<file path="config.mk">
export PLATFORM = sky130hd
export DESIGN_NAME = sdram_read_responder_flat
export DESIGN_NICKNAME = d
export VERILOG_FILES = /design/src/rtl/sdram_pkg.sv /design/src/rtl/sdram_read_intf.sv /design/src/rtl/sdram_read_responder.sv /design/src/flat_wrapper.sv
export SDC_FILE = /design/constraint.sdc
export NUM_CORES = 1
export LEC_CHECK = 0
export CORE_MARGIN = 2
export CORE_UTILIZATION = 23
export DETAILED_ROUTE_END_ITERATION = 8
export SETUP_SLACK_MARGIN = 0.5
export SYNTH_ARGS = -nofsm -noshare
export SYNTH_HDL_FRONTEND = slang
export SYNTH_SLANG_ARGS = --single-unit
</file>
<file path="constraint.sdc">
create_clock -name clk -period 7.1 [get_ports clk]
set_input_delay 1.42 -clock clk [delete_from_list [all_inputs] [get_ports clk]]
set_output_delay 1.42 -clock clk [all_outputs]
set_load 0.02 [all_outputs]
</file>
<file path="src/rtl/sdram_pkg.sv">
// Shared definitions for the SDRAM read path: responder FSM states and the
// default widths used by sdram_read_intf and sdram_read_responder.
package sdram_pkg;

    localparam int DEF_ADDR_W = 25;
    localparam int DEF_DATA_W = 16;
    localparam int DEF_CNT_W  = 16;

    typedef enum logic [1:0] {
        IDLE,
        CMD,
        DATA,
        DONE
    } sdram_rd_state_t;

endpackage

</file>
<file path="src/rtl/sdram_read_intf.sv">
// Requester/responder read channel: one request (addr, count, start) in,
// a stream of data beats and a single done pulse back.
interface sdram_read_intf #(
    parameter int ADDR_W = sdram_pkg::DEF_ADDR_W,
    parameter int DATA_W = sdram_pkg::DEF_DATA_W,
    parameter int CNT_W  = sdram_pkg::DEF_CNT_W
);
    logic [ADDR_W-1:0] read_addr;
    logic [CNT_W-1:0]  read_cnt;
    logic              read_start;
    logic [DATA_W-1:0] read_data;
    logic              read_valid;
    logic              read_done;

    modport responder (
        input  read_addr, read_cnt, read_start,
        output read_data, read_valid, read_done
    );

    modport requester (
        output read_addr, read_cnt, read_start,
        input  read_data, read_valid, read_done
    );
endinterface

</file>
<file path="src/rtl/sdram_read_responder.sv">
// Splits one requester read into Avalon-MM bursts of at most MAX_BURST words
// and forwards each returned word as a read_valid beat, ending with read_done.
module sdram_read_responder
    import sdram_pkg::*;
#(
    parameter int ADDR_W    = DEF_ADDR_W,
    parameter int DATA_W    = DEF_DATA_W,
    parameter int CNT_W     = DEF_CNT_W,
    parameter int MAX_BURST = 8
) (
    input  logic                         clk,
    input  logic                         rst,
    sdram_read_intf.responder            req,
    output logic                         busy,
    output logic [ADDR_W-1:0]            avm_address,
    output logic [$clog2(MAX_BURST):0]   avm_burstcount,
    output logic                         avm_read,
    input  logic                         avm_waitrequest,
    input  logic [DATA_W-1:0]            avm_readdata,
    input  logic                         avm_readdatavalid
);

    localparam int BC_W = $clog2(MAX_BURST) + 1;

    sdram_rd_state_t   state;
    logic [ADDR_W-1:0] cur_addr;
    logic [CNT_W-1:0]  remaining;
    logic [BC_W-1:0]   beat_cnt;
    logic [BC_W-1:0]   blen;
    logic [BC_W-1:0]   start_blen;

    function automatic logic [BC_W-1:0] blen_of(input logic [CNT_W-1:0] words);
        if (words >= CNT_W'(MAX_BURST))
            return BC_W'(MAX_BURST);
        return BC_W'(words);
    endfunction

    assign blen       = blen_of(remaining);
    assign start_blen = blen_of(req.read_cnt);

    // NOTE: all state and outputs use non-blocking assignments so every branch
    // below sees the values from the start of the cycle.
    always_ff @(posedge clk or posedge rst) begin
        if (rst) begin
            state          <= IDLE;
            cur_addr       <= '0;
            remaining      <= '0;
            beat_cnt       <= '0;
            busy           <= 1'b0;
            avm_read       <= 1'b0;
            avm_address    <= '0;
            avm_burstcount <= '0;
            req.read_data  <= '0;
            req.read_valid <= 1'b0;
            req.read_done  <= 1'b0;
        end else begin
            req.read_valid <= 1'b0;
            case (state)
                IDLE: begin
                    if (req.read_start) begin
                        cur_addr  <= req.read_addr;
                        remaining <= req.read_cnt;
                        busy      <= 1'b1;
                        if (req.read_cnt == '0) begin
                            req.read_done <= 1'b1;
                            state         <= DONE;
                        end else begin
                            avm_read       <= 1'b1;
                            avm_address    <= req.read_addr;
                            avm_burstcount <= start_blen;
                            state          <= CMD;
                        end
                    end
                end
                CMD: begin
                    if (!avm_waitrequest) begin
                        avm_read  <= 1'b0;
                        cur_addr  <= cur_addr + ADDR_W'(blen);
                        remaining <= remaining - CNT_W'(blen);
                        beat_cnt  <= blen;
                        state     <= DATA;
                    end
                end
                DATA: begin
                    // Burst drained with nothing left: done follows the last beat by one cycle.
                    if (beat_cnt == '0) begin
                        req.read_done <= 1'b1;
                        state         <= DONE;
                    end else if (avm_readdatavalid) begin
                        req.read_valid <= 1'b1;
                        req.read_data  <= avm_readdata;
                        beat_cnt       <= beat_cnt - BC_W'(1);
                        if (beat_cnt == BC_W'(1) && remaining != '0) begin
                            avm_read       <= 1'b1;
                            avm_address    <= cur_addr;
                            avm_burstcount <= blen;
                            state          <= CMD;
                        end
                    end
                end
                DONE: begin
                    req.read_done <= 1'b0;
                    busy          <= 1'b0;
                    state         <= IDLE;
                end
                default: state <= IDLE;
            endcase
        end
    end

endmodule
</file>
<file path="src/flat_wrapper.sv">
// flat-port wrapper written by rule: the top's interface ports become plain ports
module sdram_read_responder_flat import sdram_pkg::*;
#(
    parameter int ADDR_W    = DEF_ADDR_W,
    parameter int DATA_W    = DEF_DATA_W,
    parameter int CNT_W     = DEF_CNT_W,
    parameter int MAX_BURST = 8
)
  (clk, rst, busy, avm_address, avm_burstcount, avm_read, avm_waitrequest, avm_readdata, avm_readdatavalid, req_read_addr, req_read_cnt, req_read_start, req_read_data, req_read_valid, req_read_done);
  sdram_read_intf #(.ADDR_W(ADDR_W), .DATA_W(DATA_W), .CNT_W(CNT_W)) req_i ();
  input  logic clk;
  input  logic rst;
  output logic busy;
  output logic [ADDR_W-1:0] avm_address;
  output logic [$clog2(MAX_BURST):0] avm_burstcount;
  output logic avm_read;
  input  logic avm_waitrequest;
  input  logic [DATA_W-1:0] avm_readdata;
  input  logic avm_readdatavalid;
  input wire logic [$bits(req_i.read_addr)-1:0] req_read_addr;
  input wire logic [$bits(req_i.read_cnt)-1:0] req_read_cnt;
  input wire logic [$bits(req_i.read_start)-1:0] req_read_start;
  output wire logic [$bits(req_i.read_data)-1:0] req_read_data;
  output wire logic [$bits(req_i.read_valid)-1:0] req_read_valid;
  output wire logic [$bits(req_i.read_done)-1:0] req_read_done;
  assign req_i.read_addr = req_read_addr;
  assign req_i.read_cnt = req_read_cnt;
  assign req_i.read_start = req_read_start;
  assign req_read_data = req_i.read_data;
  assign req_read_valid = req_i.read_valid;
  assign req_read_done = req_i.read_done;
  sdram_read_responder #(.ADDR_W(ADDR_W), .DATA_W(DATA_W), .CNT_W(CNT_W), .MAX_BURST(MAX_BURST)) u_core (.clk(clk), .rst(rst), .req(req_i), .busy(busy), .avm_address(avm_address), .avm_burstcount(avm_burstcount), .avm_read(avm_read), .avm_waitrequest(avm_waitrequest), .avm_readdata(avm_readdata), .avm_readdatavalid(avm_readdatavalid));
endmodule
</file>
## Word level (Yosys, flattened, before mapping)

Index checks and enable logic that the tools add are counted.
W data, S select, Z words.

| storage, ports and cells | value |
|---|---|
| register bits after elaboration | 96 |
| input bits | 62 |
| output and inout port bits | 49 |
| logic and storage cells | 101 |

| cells by class | value |
|---|---|
| $add $sub $neg | 3 |
| $lt $le $gt $ge | 2 |
| equality and inequality tests | 14 |
| multiplexer cells | 51 |
| bitwise logic cells | 1 |
| reductions and logical operators | 19 |

Operators with widths:

| cell | number |
|---|---|
| $mux W25 | 7 |
| $pmux W25 S2 | 2 |
| $mux W4 | 12 |
| $ge A16 B4 Y1 const B | 2 |
| $mux W16 | 2 |
| $pmux W16 S2 | 1 |
| $add A25 B4 Y25 | 1 |
| $logic_not A16 Y1 | 1 |
| $pmux W4 S2 | 2 |
| $reduce_bool A16 Y1 | 1 |
| $sub A16 B4 Y16 | 1 |
| $mux W1 | 15 |
| $mux W2 | 6 |
| $reduce_and A4 Y1 | 3 |
| $ne A2 B2 Y1 const B | 5 |
| $pmux W2 S4 | 1 |
| $reduce_bool A2 Y1 | 4 |
| $reduce_and A7 Y1 | 1 |
| $ne A2 B1 Y1 const B | 3 |
| $pmux W1 S3 | 2 |
| $reduce_and A3 Y1 | 2 |
| $reduce_and A6 Y1 | 1 |
| $reduce_bool A3 Y1 | 2 |
| $eq A2 B2 Y1 const B | 2 |
| other kinds (11) | 11 |

## Depth between registers and ports, before layout

Gate-level depths: netlist of the first run.

| depth | value |
|---|---|
| depth after elaboration | 7 |
| mapped depth | 12 |

## Worst setup path after synthesis of the first run

OpenSTA, ideal clock, no wires.

| timing | value |
|---|---|
| path kind | register to register |
| start | register u_core.remaining[7] |
| end | register u_core.cur_addr[17] |
| data arrival time | 3,301 ps |
| data required time | 6,980 ps |
| slack | 3,679 ps |
| cell stages (with the launch flop) | 13 |
| clock period less this slack | 3,421 ps |
| cells stage by stage | dfrtp_1 or4_4 nor4_2 and2_1 buf_4 inv_2 ha_1 clkbuf_1 and3_1 a211oi_2 nor2_1 or3_1 and3_1 |

| on the way | value |
|---|---|
| cells in the longest elaborated chain, start to end | 6 |

RTL lines:

| item | line | text |
|---|---|---|
| start: declaration | sdram_read_responder.sv:27 | `logic [CNT_W-1:0] remaining;` |
| start signal: assignment | sdram_read_responder.sv:62 | `remaining <= req.read_cnt;` |
| start signal: assignment | sdram_read_responder.sv:79 | `remaining <= remaining - CNT_W'(blen);` |
| $ge A16 B4 Y1 | sdram_read_responder.sv:33 | `if (words >= CNT_W'(MAX_BURST))` |
| $mux W1 | sdram_read_responder.sv:33 |  |
| $mux W4 | sdram_read_responder.sv:35 | `return BC_W'(words);` |
| $add A25 B4 Y25 | sdram_read_responder.sv:78 | `cur_addr <= cur_addr + ADDR_W'(blen);` |
| $mux W25 | sdram_read_responder.sv:76 | `if (!avm_waitrequest) begin` |
| $pmux W25 S2 | sdram_read_responder.sv:58 | `case (state)` |
| end signal: assignment | sdram_read_responder.sv:61 | `cur_addr <= req.read_addr;` |
| end signal: assignment | sdram_read_responder.sv:78 |  |
| end: declaration | sdram_read_responder.sv:26 | `logic [ADDR_W-1:0] cur_addr;` |

No other way between the ends. The select of a mux whose other input is x is not followed.
A chain may end at the register's enable or synchronous reset.

## Worst setup path after layout of the first run

| timing | value |
|---|---|
| start | register u_core.remaining[4] |
| end | register u_core.cur_addr[17] |

The elaborated chain is that of the path after synthesis.

==> metrics, run 1 <==
area of the mapped netlist 5620 um2; sequential area share after synthesis 0.428; DRT Pass-1 Iters 4; Worst R2R Path Depth 10; HPWL after DPL 12.1 mm; syn_area_per_cell 9.44 um2; clk slew on worst S/H paths 0.06 ns; Root Driver clkbuf_16; worst-skew pair later-pin latency 0.36 ns; Post-synth EDFFs 0; Max Slew Vio Count 0; Inst Count DP 997; post-synth top area share 0.428; layout cells sized above 1 0.126; Post-Route Setup TNS 0 ns; CP Launch Point u_core.remaining[4]$_DFFE_PP0P_; WP buf/inv 1; Final #Nets 754; CP Class flip-flop to flip-flop; Die Span X 160 um; routed wire length 17.1 mm; Design Power 3.33 mW; FMAX 0.245 GHz; Top FF cell, synth dfrtp_1; clk sink count 96; terminus of the critical flop-to-flop path u_core.cur_addr[17]$_DFFE_PP0P_; GRT Overall Usage 0.134; first-pass GRT wire length 27.3 mm; min cycle time layout 4.08 ns; leading cell types in the layout, fill and taps excluded 110 x clkdlybuf4s50_1, 103 x nand2_1, 96 x dfrtp_1, 40 x nor2_1, 31 x a21oi_1; total gr overflow 0; FF+latch count, synth 96; Iter 0 DRT Violations 256; Cell Count, Final, Fillers Out 1,013; reg2reg setup slack 3.02 ns; relative slew slack 0.403; Clock Tree Buf Depth 2; slew of the pin with the lowest slew margin 0.892 ns; hold buffer count at CTS 0; outcome finished clean; worst path cell trace or4_4 > nor4_2 > and2_1 > inv_2 > ha_1 > and3_1 > a211oi_2 > nor2_1 > or3_1 > and3_1; n_diodes 0; unrepaired setup endpoints after global routing no; initial antenna violation count 1; worst min path class flip-flop to flip-flop; clock skew 0.00998 ns; pwr dens 453 nW/um2; VDD IR max 0.179 mV; max cap viols 0; drt via density 4.91; Area contributors post-synth dfrtp_1 43%, mux2_4 7.0%, nand2_1 6.9%, mux2_2 3.2%, a21oi_1 2.9%; gpl congestion 0.836; die area 25,700 um2; leading area contributor after synthesis dfrtp_1; Critical Path RT 7.34 ns; area grow syn2layout 30.7%; DRC 0; Routed WL per cell 16.9 um; hold_ws 0.490 ns; CP peak stage delay 0.58 ns; largest delay contributor family on the critical path simple AND/OR/NAND/NOR gates; commonest non-fill, non-tap cell in the layout clkdlybuf4s50_1; final hold vios 0; Routed Antenna Nets 0; vias 4,976; Synth cell types 75; Floorplan Core Area 24,200 um2; Crit Reg-Reg Startpoint u_core.remaining[4]$_DFFE_PP0P_; Post-synth ARST share 1.00; number of global-route vias before repair 4,828; critical path endpoint u_core.cur_addr[17]$_DFFE_PP0P_; largest net degree at the start of global routing 58; Post-CTS Setup Bufs 0; PortBufs 110; Max FO, Critical Path 8; Static Leakage 2.98 nW; post_cts resized 0; CTS H-Tree Depth 3; Syn Inst Count 595; CTS tree yes; Worst setup EP type flip-flop; io pins 111; CP Launch Type flip-flop; yosys warns 0; Tcrit/Tclk final 0.575; Final setup viols 0; WP depth 10; arrival time at the worst endpoint 4.33 ns; Die H 160 um; Final Util 0.304; Initial Util 0.232; CTS Buf Count 9; Top cell by count, worst path and3_1; Std-Cell Rows 57; Crit-path slowest cell a211oi_2; Syn Nets 665
[synthesized netlist by cell type, types with 3 or more instances]
library cell and n:
nand4_1 8, and2_1 4, a32o_1 4, buf_1 5, nand2b_1 9, or4_1 5, mux2_4 26, a31oi_1 6
nor2_1 40, inv_1 8, a21o_1 5, or3_1 7, o21a_1 3, nor2b_1 5, ha_1 7, a311oi_1 9
o31ai_1 5, and3_1 9, nor3_1 15, or2_2 3, dfrtp_1 96, o22ai_1 11, o21ai_0 22, a2bb2oi_1 4
nor4_1 8, nand2_1 103, mux2_2 16, nand3_1 11, o22a_1 9, a21oi_1 32, a41o_1 3, and4_1 3
a32oi_1 3, buf_6 3, a211oi_1 7, mux2_1 3, clkbuf_1 31
[metal layers]
metal | global-route usage | routed length (um) | part of all wire
met1 | 0.182 | 8240 | 0.48
met2 | 0.207 | 7440 | 0.44
met3 | 0.0400 | 1150 | 0.067
met4 | 0.0385 | 258 | 0.015
met5 | 0 | 12 | 0.00070
[power breakdown]
part | total (mW) | leakage (nW) | switching (mW) | internal [mW]
clock | 0.520 | 0.153 | 0.227 | 0.294
sequential | 1.10 | 1.13 | 0.287 | 0.814
combinational | 1.70 | 1.70 | 0.901 | 0.804
[cells by family after synthesis]
group,synth area share
adders and majority gates,0.0192
buffers and inverters,0.0383
xor gates and xnor gates,0.00312
other,0.000668
and+or+nand+nor,0.211
muxes,0.109
DFF,0.428
AOI/OAI and AO/OA,0.190
[flip-flops by register name (all words and copies together) (netlist names), 2 cells and up]
name and count:
u_core.avm_burstcount 4, u_core.beat_cnt 4, u_core.avm_address 25, u_core.remaining 16, u_core.req.read_data 16, u_core.state 2, u_core.cur_addr 25
[how the worst min path moves through the flow]
stage                                                     from                              endpoint  slack [ns]  depth (start not counted)
final                              u_core.avm_read$_DFFE_PP0P_           u_core.avm_read$_DFFE_PP0P_        0.49                          1
after global routing      u_core.req.read_data[14]$_DFFE_PP0P_  u_core.req.read_data[14]$_DFFE_PP0P_        0.53                          1
after CTS                          u_core.avm_read$_DFFE_PP0P_           u_core.avm_read$_DFFE_PP0P_        0.49                          1
after detailed placement           u_core.avm_read$_DFFE_PP0P_           u_core.avm_read$_DFFE_PP0P_        0.47                          1
after global placement             u_core.avm_read$_DFFE_PP0P_           u_core.avm_read$_DFFE_PP0P_        0.47                          1
after floorplan               u_core.remaining[10]$_DFFE_PP0P_      u_core.remaining[10]$_DFFE_PP0P_        0.48                          2
[stage by stage]
| stage | cell area, um2 | setup WS, ns |
|---|---|---|
| detailed placement | 7030 | 2.73 |
| floorplan | 5620 | 3.17 |
| global route | 7340 | 2.81 |
| CTS | 7340 | 3.03 |
| finish | 7340 | 3.02 |
| global placement | 7030 | 2.78 |
[final cells by class]
class | instances | area [um2]
Inverter | 9 | 36.3
Clock inverter | 4 | 52.6
Multi-Input combinational cell | 449 | 3020
Clock buffer | 12 | 256
Sequential cell | 96 | 2400
Tap cell | 324 | 405
Timing Repair Buffer | 119 | 1170
Fill cell | 2496 | 16800
No activity file was read; power rests on OpenSTA's default activity.
==> run 2: changes to the inputs <==
Clock period 7.1 ns to 3.7 ns, I/O delays scaled along.
==> run 2 against run 1 <==
  * Power rose by 100%
  * Register-to-register slack got worse by 2.4 ns
  * Clock power rose by 96%
  * Combinational power rose by 110%
  * Worst hold slack got worse by 0.013 ns
  * Clock-buffer cell count is 1 lower
  * Flip-flop and latch count did not move
  * Maximum frequency grew 33%
  * Core utilization increased by 1.5 points
  * Critical path depth increased by 1
  * First-iteration DRC count is 15% higher
  * Clock skew decreased by 0.0020 ns
  * Critical path type unchanged
  * Largest cell class unchanged
  * Largest power group unchanged
==> metrics, run 2 (synthesized netlist as in run 1, its figures left out) <==
unrepaired setup endpoints after global routing no; min cycle time layout 3.08 ns (-1.00 ns); Hold Crit Start u_core.avm_read$_DFFE_PP0P_; routed wire length 17.1 mm (about the same); pwr dens 864 nW/um2 (+91%); area grow syn2layout 37.2%; Final Util 0.319 (+0.0151); CTS tree yes; terminus of the critical flop-to-flop path u_core.cur_addr[17]$_DFFE_PP0P_; clk sink count 96 (unchanged); largest net degree at the start of global routing 43 (-26%); Root Driver clkbuf_16; VDD IR max 0.472 mV (+160%); Worst setup EP type flip-flop; Floorplan Core Area 24,200 um2 (unchanged); reg2reg setup slack 0.62 ns (-2.40 ns); Tcrit/Tclk final 0.833 (+0.258); Crit Reg-Reg Startpoint u_core.remaining[4]$_DFFE_PP0P_; Setup WS pre-CTS 0.306 ns (-2.42 ns); vias 5,011 (+0.70%); hold path depth 1 (unchanged); Initial Util 0.232 (unchanged); hold_ws 0.477 ns (-0.0126 ns); Post-Route Setup TNS 0 ns (unchanged); CTS Buf Count 9 (unchanged); WHS Endpoint u_core.avm_read$_DFFE_PP0P_; final hold vios 0 (unchanged); commonest non-fill, non-tap cell in the layout clkdlybuf4s50_1; max cap viols 0 (unchanged); post-route setup slack 0.618 ns (-2.40 ns); Inst Count DP 1,008 (+1.1%); io pins 111 (unchanged); clock skew 0.00795 ns (-0.00203 ns); clk slew on worst S/H paths 0.06 ns (about the same); leading cell types in the layout, fill and taps excluded 110 x clkdlybuf4s50_1, 103 x nand2_1, 95 x dfrtp_1, 37 x buf_4, 36 x nor2_1; worst-skew pair later-pin latency 0.35 ns (about the same); number of global-route vias before repair 4,969 (+2.9%); Die Span X 160 um (unchanged); register area 2400 um2 (about the same); Max Slew Vio Count 0 (unchanged); DRC 0 (unchanged); Max FO, Critical Path 7 (-1); Cell Count, Final, Fillers Out 1,040 (+2.7%); GRT Overall Usage 0.133 (-0.00162); area occupied by multi-input gates 3150 um2 (+4.3%); PortBufs 110 (unchanged); layout cells sized above 1 0.189 (+0.0623); outcome finished clean; drt via density 4.82 (-1.9%); Routed Antenna Nets 0 (unchanged); arrival time at the worst endpoint 3.32 ns (-1.01 ns); initial antenna violation count 1 (unchanged); Routed WL per cell 16.4 um (-2.6%); hold buffer count at CTS 0 (unchanged); Final setup viols 0 (unchanged); FMAX 0.324 GHz (+33%); first-pass GRT wire length 27.1 mm (-0.63%); die area 25,700 um2 (unchanged); DRT Pass-1 Iters 5 (+1); Std-Cell Rows 57 (unchanged); CP Launch Type flip-flop; Final #Nets 783 (+3.8%); CTS H-Tree Depth 3 (unchanged); Critical Path RT 3.94 ns (-3.40 ns); Iter 0 DRT Violations 294 (+15%); post-route cell area 7700 um2 (+5.0%); Static Leakage 3.12 nW (+4.7%); total gr overflow 0 (unchanged); Clock Tree Buf Depth 2 (unchanged); placed standard-cell area 7140 um2 (+1.6%); fillcell total 2,485 (-0.44%); Design Power 6.66 mW (+100%); CP Class flip-flop to flip-flop; worst min path class flip-flop to flip-flop; biggest regs u_core.avm_address (25), u_core.cur_addr (25); gpl congestion 0.831 (-0.53%); Die H 160 um (unchanged); relative slew slack 0.570 (+0.168); HPWL after DPL 12.1 mm (-0.75%); slew of the pin with the lowest slew margin 0.643 ns (-0.249 ns); Worst R2R Path Depth 11 (+1); n_diodes 0 (unchanged)
[run 2: worst max path at each step]
stage,startpoint,depth (start not counted),slack [ns],end
after floorplan,u_core.remaining[7]$_DFFE_PP0P_,12,0.50,u_core.cur_addr[17]$_DFFE_PP0P_
after global placement,u_core.remaining[7]$_DFFE_PP0P_,10,0.36,u_core.cur_addr[24]$_DFFE_PP0P_
after detailed placement,u_core.remaining[7]$_DFFE_PP0P_,10,0.31,u_core.cur_addr[24]$_DFFE_PP0P_
after CTS,u_core.remaining[6]$_DFFE_PP0P_,11,0.52,u_core.cur_addr[17]$_DFFE_PP0P_
after global routing,u_core.remaining[4]$_DFFE_PP0P_,10,0.51,u_core.cur_addr[17]$_DFFE_PP0P_
final,u_core.remaining[4]$_DFFE_PP0P_,11,0.62,u_core.cur_addr[17]$_DFFE_PP0P_
[run 2: what timing repair did]
item,in CTS,in global routing
setup endpoints to repair,9,18
gates resized for setup,6,21
setup buffers,8,10
pin swaps,4,7
[run 2: report_power, final]
part           switching (mW)  leakage [nW]  internal (mW)
Clock                   0.416         0.148          0.604
Combinational            1.80          1.85           1.71
Sequential              0.563          1.13           1.56
[run 2: layout make-up]
cell class	instances	area share
timing repair buffer	148	0.182
multi-input combinational	449	0.409
inverter	9	0.00487
tap	324	0.0526
clock inverter	3	0.00877
sequential	96	0.312
clock buffer	11	0.0315
[run 2: per-layer routing]
layer	GRT usage	wire length [um]
met4	0.0377	242
met1	0.171	7710
met3	0.0460	1280
met2	0.211	7850
met5	0	0
[run 2: critical path, cell delays in order (launching register included)]
cell and delay (ns):
dfrtp_2 0.41, or4_4 0.54, nor4_4 0.21, buf_4 0.17, and2_4 0.14, inv_2 0.05
ha_4 0.24, and3_2 0.24, a211oi_4 0.37, nor2_2 0.12, or3_1 0.31, and3_1 0.17
